==> src/rtl/cpu_pkg.sv <==
// Shared opcode encodings and sequencer state type for the 9-bit core.
// The control decoder uses the same opcode constants.
package cpu_pkg;

    localparam logic [3:0] OP_CMP  = 4'b0111;
    localparam logic [3:0] OP_BEQ  = 4'b1001;
    localparam logic [3:0] OP_BGT  = 4'b1010;
    localparam logic [3:0] OP_BLT  = 4'b1011;
    localparam logic [3:0] OP_BR   = 4'b1100;
    localparam logic [3:0] OP_HALT = 4'b1111;

    typedef enum logic [1:0] {
        IDLE = 2'd0,
        RUN  = 2'd1,
        DONE = 2'd2
    } seq_state_t;

endpackage

==> src/rtl/branch_lut.sv <==
// Branch target table: one synchronous write port and one asynchronous read port.
// A same-cycle write and read to one index returns the old entry.
module branch_lut #(
    parameter int PC_W      = 10,
    parameter int LUT_DEPTH = 32,
    parameter int ADDR_W    = 5
) (
    input  logic              clk,
    input  logic              we,
    input  logic [ADDR_W-1:0] waddr,
    input  logic [PC_W-1:0]   wdata,
    input  logic [ADDR_W-1:0] raddr,
    output logic [PC_W-1:0]   rdata
);

    logic [PC_W-1:0] mem [LUT_DEPTH];

    // Contents are deliberately not reset; software loads the table before use.
    always_ff @(posedge clk) begin
        if (we) begin
            mem[waddr] <= wdata;
        end
    end

    assign rdata = mem[raddr];

endmodule

==> src/rtl/fetch_sequencer.sv <==
// Front end of the 9-bit core: program counter, CMP flags, run/halt control
// and branch target resolution through a loadable lookup table.
module fetch_sequencer
    import cpu_pkg::*;
#(
    parameter int PC_W      = 10,
    parameter int LUT_DEPTH = 32,
    parameter int CNT_W     = 16
) (
    input  logic             Clk,
    input  logic             Reset,
    input  logic             Start,
    input  logic [3:0]       Opcode,
    input  logic [4:0]       TargetIdx,
    input  logic             Branch,
    input  logic             Halt,
    input  logic             AluEq,
    input  logic             AluGt,
    input  logic             AluLt,
    input  logic             LutWe,
    input  logic [4:0]       LutAddr,
    input  logic [PC_W-1:0]  LutData,
    output logic [PC_W-1:0]  InstAddr,
    output logic             Running,
    output logic             Done,
    output logic [CNT_W-1:0] CycleCount
);

    seq_state_t       state;
    logic [PC_W-1:0]  pc;
    logic [PC_W-1:0]  lut_target;
    logic [CNT_W-1:0] cycle_cnt;
    logic             flag_eq;
    logic             flag_gt;
    logic             flag_lt;
    logic             taken;
    logic             cmp_en;

    function automatic logic [CNT_W-1:0] sat_inc(input logic [CNT_W-1:0] v);
        return (&v) ? v : v + CNT_W'(1);
    endfunction

    branch_lut #(
        .PC_W      (PC_W),
        .LUT_DEPTH (LUT_DEPTH),
        .ADDR_W    (5)
    ) u_lut (
        .clk   (Clk),
        .we    (LutWe),
        .waddr (LutAddr),
        .wdata (LutData),
        .raddr (TargetIdx),
        .rdata (lut_target)
    );

    // Branch decisions always see the flags registered by an earlier CMP.
    always_comb begin
        taken = 1'b0;
        if (Branch) begin
            case (Opcode)
                OP_BEQ:  taken = flag_eq;
                OP_BGT:  taken = flag_gt;
                OP_BLT:  taken = flag_lt;
                OP_BR:   taken = 1'b1;
                default: taken = 1'b0;
            endcase
        end
        cmp_en = (Opcode == OP_CMP) && !Halt;
    end

    always_ff @(posedge Clk or posedge Reset) begin
        if (Reset) begin
            state     <= IDLE;
            pc        <= '0;
            flag_eq   <= 1'b0;
            flag_gt   <= 1'b0;
            flag_lt   <= 1'b0;
            cycle_cnt <= '0;
            Running   <= 1'b0;
            Done      <= 1'b0;
        end else begin
            case (state)
                IDLE, DONE: begin
                    if (Start) begin
                        state     <= RUN;
                        pc        <= '0;
                        flag_eq   <= 1'b0;
                        flag_gt   <= 1'b0;
                        flag_lt   <= 1'b0;
                        cycle_cnt <= '0;
                        Running   <= 1'b1;
                        Done      <= 1'b0;
                    end
                end
                RUN: begin
                    if (Start) begin
                        pc        <= '0;
                        flag_eq   <= 1'b0;
                        flag_gt   <= 1'b0;
                        flag_lt   <= 1'b0;
                        cycle_cnt <= '0;
                    end else begin
                        // The halt cycle itself still counts as a run cycle.
                        cycle_cnt <= sat_inc(cycle_cnt);
                        if (Halt) begin
                            state   <= DONE;
                            Running <= 1'b0;
                            Done    <= 1'b1;
                        end else begin
                            if (cmp_en) begin
                                flag_eq <= AluEq;
                                flag_gt <= AluGt;
                                flag_lt <= AluLt;
                            end
                            pc <= taken ? lut_target : pc + PC_W'(1);
                        end
                    end
                end
                default: begin
                    state   <= IDLE;
                    Running <= 1'b0;
                    Done    <= 1'b0;
                end
            endcase
        end
    end

    assign InstAddr   = pc;
    assign CycleCount = cycle_cnt;

endmodule

==> config.mk <==
export PLATFORM = sky130hd
export DESIGN_NAME = fetch_sequencer
export DESIGN_NICKNAME = d
export VERILOG_FILES = /design/src/rtl/cpu_pkg.sv /design/src/rtl/branch_lut.sv /design/src/rtl/fetch_sequencer.sv
export SDC_FILE = /design/constraint.sdc
export NUM_CORES = 1
export LEC_CHECK = 0
export CORE_UTILIZATION = 50
export CTS_BUF_LIST = sky130_fd_sc_hd__clkbuf_4
export DETAILED_ROUTE_END_ITERATION = 10
export GPL_ROUTABILITY_DRIVEN = 1
export PLACE_DENSITY = 0.75
export SETUP_SLACK_MARGIN = 0.05
export SLEW_MARGIN = 20
export SYNTH_ARGS = -nofsm -noshare
export SYNTH_HDL_FRONTEND = slang
export SYNTH_HIERARCHICAL = 1
export SYNTH_SLANG_ARGS = --single-unit
==> constraint.sdc <==
create_clock -name Clk -period 5.1 [get_ports Clk]
set_clock_uncertainty 0.15 [all_clocks]
set_input_delay 0.51 -clock Clk [delete_from_list [all_inputs] [get_ports Clk]]
set_output_delay 0.51 -clock Clk [all_outputs]
set_load 0.02 [all_outputs]
==> qor.txt <==
Status: completed
Max Clk Rate: 372 MHz
Final HPWL DP: 19.4 mm
Crit path time final: 2.69 ns
H-Tree Level Count: 3
RSZ-0062 raised after global routing: no
Ports: 61
Port bufs: 60
First-pass GRT wire length: 49.0 mm
Worst Hold Class: in2async
Tot GR Track Use: 0.213
Startpoint Class: input port
Max stage delay cell, worst path: nor2b_2
Synth top area cells: edfxtp_1 65%, mux2i_1 11%, dfrtp_1 5.4%
Register area: 10400 um2
CTS buffer count: 86
Post-CTS Setup Bufs: 0
CTS tree: yes
CP endpoint kind: flop
WL final: 31.5 mm
Yosys warns: 6
Rows: 62
DP Area: 15500 um2
Initial antenna violation count: 2
Final Power: 5.86 mW
Syn Area/Cell: 15.5 um2
GRT overflow: 0
Pwr Density: 353 nW/um2
Final Slew Violations: 0
Die Height: 174 um
# DRC: 0
Largest buffer count on any clock path: 3
GP Congestion: 0.859
Synth area leader: edfxtp_1
Reg clk slew, reported paths: 0.07 ns
Worst-margin pin slew: 1.04 ns
Clock sinks: 352
Worst Reg-to-Reg Cells: 5
FF+latch count, synth: 352
Hold_buf cts: 0
Remaining antenna violation count: 0
Seq/Total Area, Yosys: 0.707
Crit path largest cell delay: 0.81 ns
Routed WL per cell: 20.9 um
Final hold violations: 0
Post-layout util: 0.576
DRT Pass-1 Iters: 6
Most used flip-flop cell after synthesis: edfxtp_1
Capturing point of the worst reg2reg path: InstAddr[2]
Initial core utilization: 0.510
Number of synthesized flops with an enable pin: 320
Vias per cell: 5.79
Syn_nets: 983
R2R setup slack: 2.73 ns
Setup TNS: 0 ns
Core area: 28900 um2
Setup slack after layout: 2.41 ns
Cells after Synth: 948
FFs w/ async S/R, synth: 0.0909
Yosys cell types: 60
Placed cells: 1362
Mapped cell area: 14700 um2
CP max FO: 21
Clock Latency Late Sink: 0.71 ns
Max cap viols: 0
Share of cells above drive strength 1: 0.157
VDD IR-drop max: 167 uV
Die width: 174 um
Worst EP required: 5.54 ns
Worst R2R Start: state[0]
Area fraction of the dominant cell type after synthesis: 0.652
Delay-heaviest family, CP: simple AND/OR/NAND/NOR gates
Post-cts resize count: 0
Worst rel slew slack: 0.302
CP cell instances: clkdlybuf4s50_1 > nor2b_2 > buf_4 > a22oi_1 > a31oi_1 > nand3_1 > a22o_1 > a21o_1
Die ar.: 30100 um2
Syn-to-layout area delta: 12.8%
Vias: 8713
Filler cells: 2259
Hold WS: 0.0514 ns
Fin nets: 1101
Setup slack at placement: 1.72 ns
Fin cells: 1506
Tcrit/Tclk final: 0.527
Final setup fails: 0
Multi-input gate area: 3860 um2
Initial DRC Count: 930
CTS Root Cell: clkbuf_4
Leak: 5.87 nW
Vias in the first global route: 8737
Worst EP arrival: 3.13 ns
Final non-filler cell area: 16600 um2
Largest net degree at the start of global routing: 66
Buf/Inv on CP: 2
CP Class: in2reg
## cell usage after synthesis (all sizes together), types with 15 or more instances
master	instances
a21oi	34
a22o	21
a22oi	41
buf	39
dfrtp	32
edfxtp	320
mux2i	160
nand2	53
nand3	41
nand4	19
nor2	52
nor3	15
o21ai	16
## cells in the final DEF, fill, tap and decap left out, types with 5 or more instances in the layout
cell / count
edfxtp_1: 320
mux2i_1: 160
clkbuf_4: 123
clkdlybuf4s50_1: 57
nand2_1: 53
nor2_1: 50
nand3_1: 41
a22oi_1: 41
a21oi_1: 34
dfrtp_1: 32
a22o_1: 21
nand4_1: 18
buf_4: 16
inv_1: 14
o21ai_0: 14
a31oi_1: 11
nor3_2: 10
clkinv_1: 10
xnor2_1: 6
nor3_1: 5
o211ai_1: 5
nand3b_1: 5
## cells by family (layout without fill, tap and decap cells)
| logic type | count (synthesis) | in the layout | share of synthesized area |
|---|---|---|---|
| adders and majority gates | 2 | 2 | 0.00170 |
| muxes | 161 | 161 | 0.110 |
| and+or+nand+nor | 220 | 220 | 0.0786 |
| buffers and inverters | 61 | 232 | 0.0314 |
| AOI/OAI and AO/OA | 144 | 144 | 0.0672 |
| xor gates and xnor gates | 8 | 8 | 0.00476 |
| DFF | 352 | 352 | 0.707 |
| other | 0 | 3 | 0 |
## layer usage
layer  GRT usage  share of wire
met1       0.280           0.41
met2       0.347           0.49
met3      0.0513          0.083
met4      0.0746          0.018
met5           0              0
## final cells by class
class / count / area share
clock buffer: 123 / 0.0556
tap: 384 / 0.0289
sequential: 352 / 0.627
antenna: 3 / 0.000452
inverter: 14 / 0.00316
clock inverter: 18 / 0.00844
timing repair buffer: 77 / 0.0442
multi-input combinational: 535 / 0.233
## tightest hold or removal path, stage by stage
cell             delay, ns
clkdlybuf4s50_1       0.40
inv_1                 0.05
buf_4                 0.37
## flip-flops by register name (all words and copies together) (netlist names)
name and count:
Done 1, flag_lt 1, CycleCount 16, Running 1, state 1, u_lut/mem 320, InstAddr 10, flag_eq 1
flag_gt 1
## power by group
group	switching, mW	internal (mW)
Combinational	0.241	0.135
Sequential	0.0234	3.19
Clock	1.07	1.20
Total	1.34	4.53
## worst max path at each step
stage | from | endpoint | slack [ns] | cells after the start
floorplan | LutAddr[1] | u_lut/mem[0][0] | 3.05 | 3
CTS | Done | Done | 2.48 | 1
global route | TargetIdx[2] | InstAddr[7] | 2.31 | 8
finish | TargetIdx[2] | InstAddr[7] | 2.41 | 8
detailed placement | TargetIdx[2] | InstAddr[7] | 1.72 | 8
global placement | TargetIdx[2] | InstAddr[7] | 1.79 | 8
Power figures use the tool's default switching activity.
==> edit (same flow settings) <==
`LUT_DEPTH` is set to 32 in 2 places; all go to 64.
--- a/src/rtl/branch_lut.sv
+++ b/src/rtl/branch_lut.sv
@@ -2,7 +2,7 @@
 // A same-cycle write and read to one index returns the old entry.
 module branch_lut #(
     parameter int PC_W      = 10,
-    parameter int LUT_DEPTH = 32,
+    parameter int LUT_DEPTH = 64,
     parameter int ADDR_W    = 5
 ) (
     input  logic              clk,
--- a/src/rtl/fetch_sequencer.sv
+++ b/src/rtl/fetch_sequencer.sv
@@ -4,7 +4,7 @@
     import cpu_pkg::*;
 #(
     parameter int PC_W      = 10,
-    parameter int LUT_DEPTH = 32,
+    parameter int LUT_DEPTH = 64,
     parameter int CNT_W     = 16
 ) (
     input  logic             Clk,
Formal check against the unedited RTL: same outputs for any inputs over 4 cycles, from zero or initial values and one cycle with Reset high; that may be too few to reach the edited logic, so the function may still have changed.
==> edit against the unedited design <==
- critical path depth up 1
- via count up 1.0%
- sequential cell count unchanged
- total power up 0.14%
- synthesized area down 0.50%
- wire length up 2.7%
- design area about the same
- worst setup slack better by 0.10 ns
- critical path type unchanged
==> edit: results <==
global_routing:
  antenna_found_initial: 1
  grt_usage_pct: 21.64
  grt_util_met3_pct: 4.595
  grt_max_degree: 105
  use_met1_pct: 30.12
  grt_pass1_vias: 8570
  grt_pass1_wl_um: 48930
  grt_use_met2_pct: 33.47
placed_design:
  gp_congestion: 0.8956
  hpwl_um: 19870
  place_area_um2: 15500
  dp.cells: 1351
drt:
  vias_per_cell: 5.825
  top_layer: "met4"
  met1_length_um: 13350
  drt_wl_total_um: 32320
  wl_met3_um: 3130
  dr_wl_met2_um: 15160
  first_iter_violations: 899
  first_pass_iters: 5
cts:
  cts_root_buffer: "clkbuf_4"
  cts_made_buffers: 88
  clock_latency_ns: 0.75
sta:
  tightest_slew_ns: 1.134
  worst_hold_slack_ns: 0.1408
setup_path:
  rr_startpoint: "state[0]"
  r2r_cells: 4
  worst_r2r_endpoint: "InstAddr[9]"
  crit_start: "TargetIdx[2]"
  max_stage_delay_ns: 0.85
  critPathSlowestCell: "nor2b_2"
  r2r_slack_ns: 2.98
yosys:
  synth_compound_gate_area_share_pct: 6.515
  syn_avg_cell_area_um2: 15.64
  synth.distinct_cells: 57
  seq_area_frac_synth_pct: 71.04
  synth.area.mux_share_pct: 11.01
  synth.net_count: 972
  yosys-top-cells-count: "320 x edfxtp_1, 160 x mux2i_1, 51 x nor2_1"
  synthTopCellsByArea: "edfxtp_1 66%, mux2i_1 11%, dfrtp_1 5.5%, a22oi_1 2.0%, nor2_1 1.3%"
  synth-adder-area-share_pct: 0.1708
  yosys.area_share.xor_xnor_pct: 0.4184
layout:
  antennaDiodeCount: 1
  multi_input_gates: 528
  multi_input_area_share_pct: 23.04
  seq_share_pct: 62.66
  nFillCells: 2220
  inverters_excl_clock: 10
  bufAreaShareNonClock_pct: 4.481
  layout.nets: 1093
  stdcell_count: 1511
  clk_share_pct: 6.681
  drive_above_1_share_pct: 15.72
  clkbuf_count: 123
  buffers: 78
pwr:
  total_leakage_power_nw: 5.930
  vdd_drop_max_mv: 0.3088
worst_hold_path:
  hold_class: "in -> reg"
  hold_depth: 1
run_status:
  status: "complete, no violations"
## edit: per-stage QoR
stage	power, mW	setup WS, ns	util [%]
floorplan	3.512	3.052	-
global placement	3.665	1.830	53.85
detailed placement	3.674	1.821	53.85
CTS	5.934	2.502	57.74
global route	6.103	2.452	57.72
finish	5.872	2.514	57.72
## edit: what timing repair did
item,in CTS,in global routing
hold endpoints to repair,23,0
hold buffers,1,0
setup endpoints to repair,0,0
## edit: kinds of logic (layout without fill, tap and decap cells)
kind of cell / Yosys count / count (layout)
flops: 352 / 352
simple gates: 218 / 218
mux: 161 / 161
compound gates: 140 / 140
buf+inv: 57 / 246
xor+xnor: 7 / 7
fa+ha+maj: 2 / 2
other cells: 0 / 1
## edit: worst max-delay path: cells and delay by family
family	cells	cell delay (ns)
buffers and inverters	2	0.93
AOI/OAI and AO/OA	3	0.36
and+or+nand+nor	4	1.25
## edit: power breakdown
group	switching [mW]	internal (mW)
Sequential	0.0229	3.19
Clock	1.12	1.14
Combinational	0.255	0.145
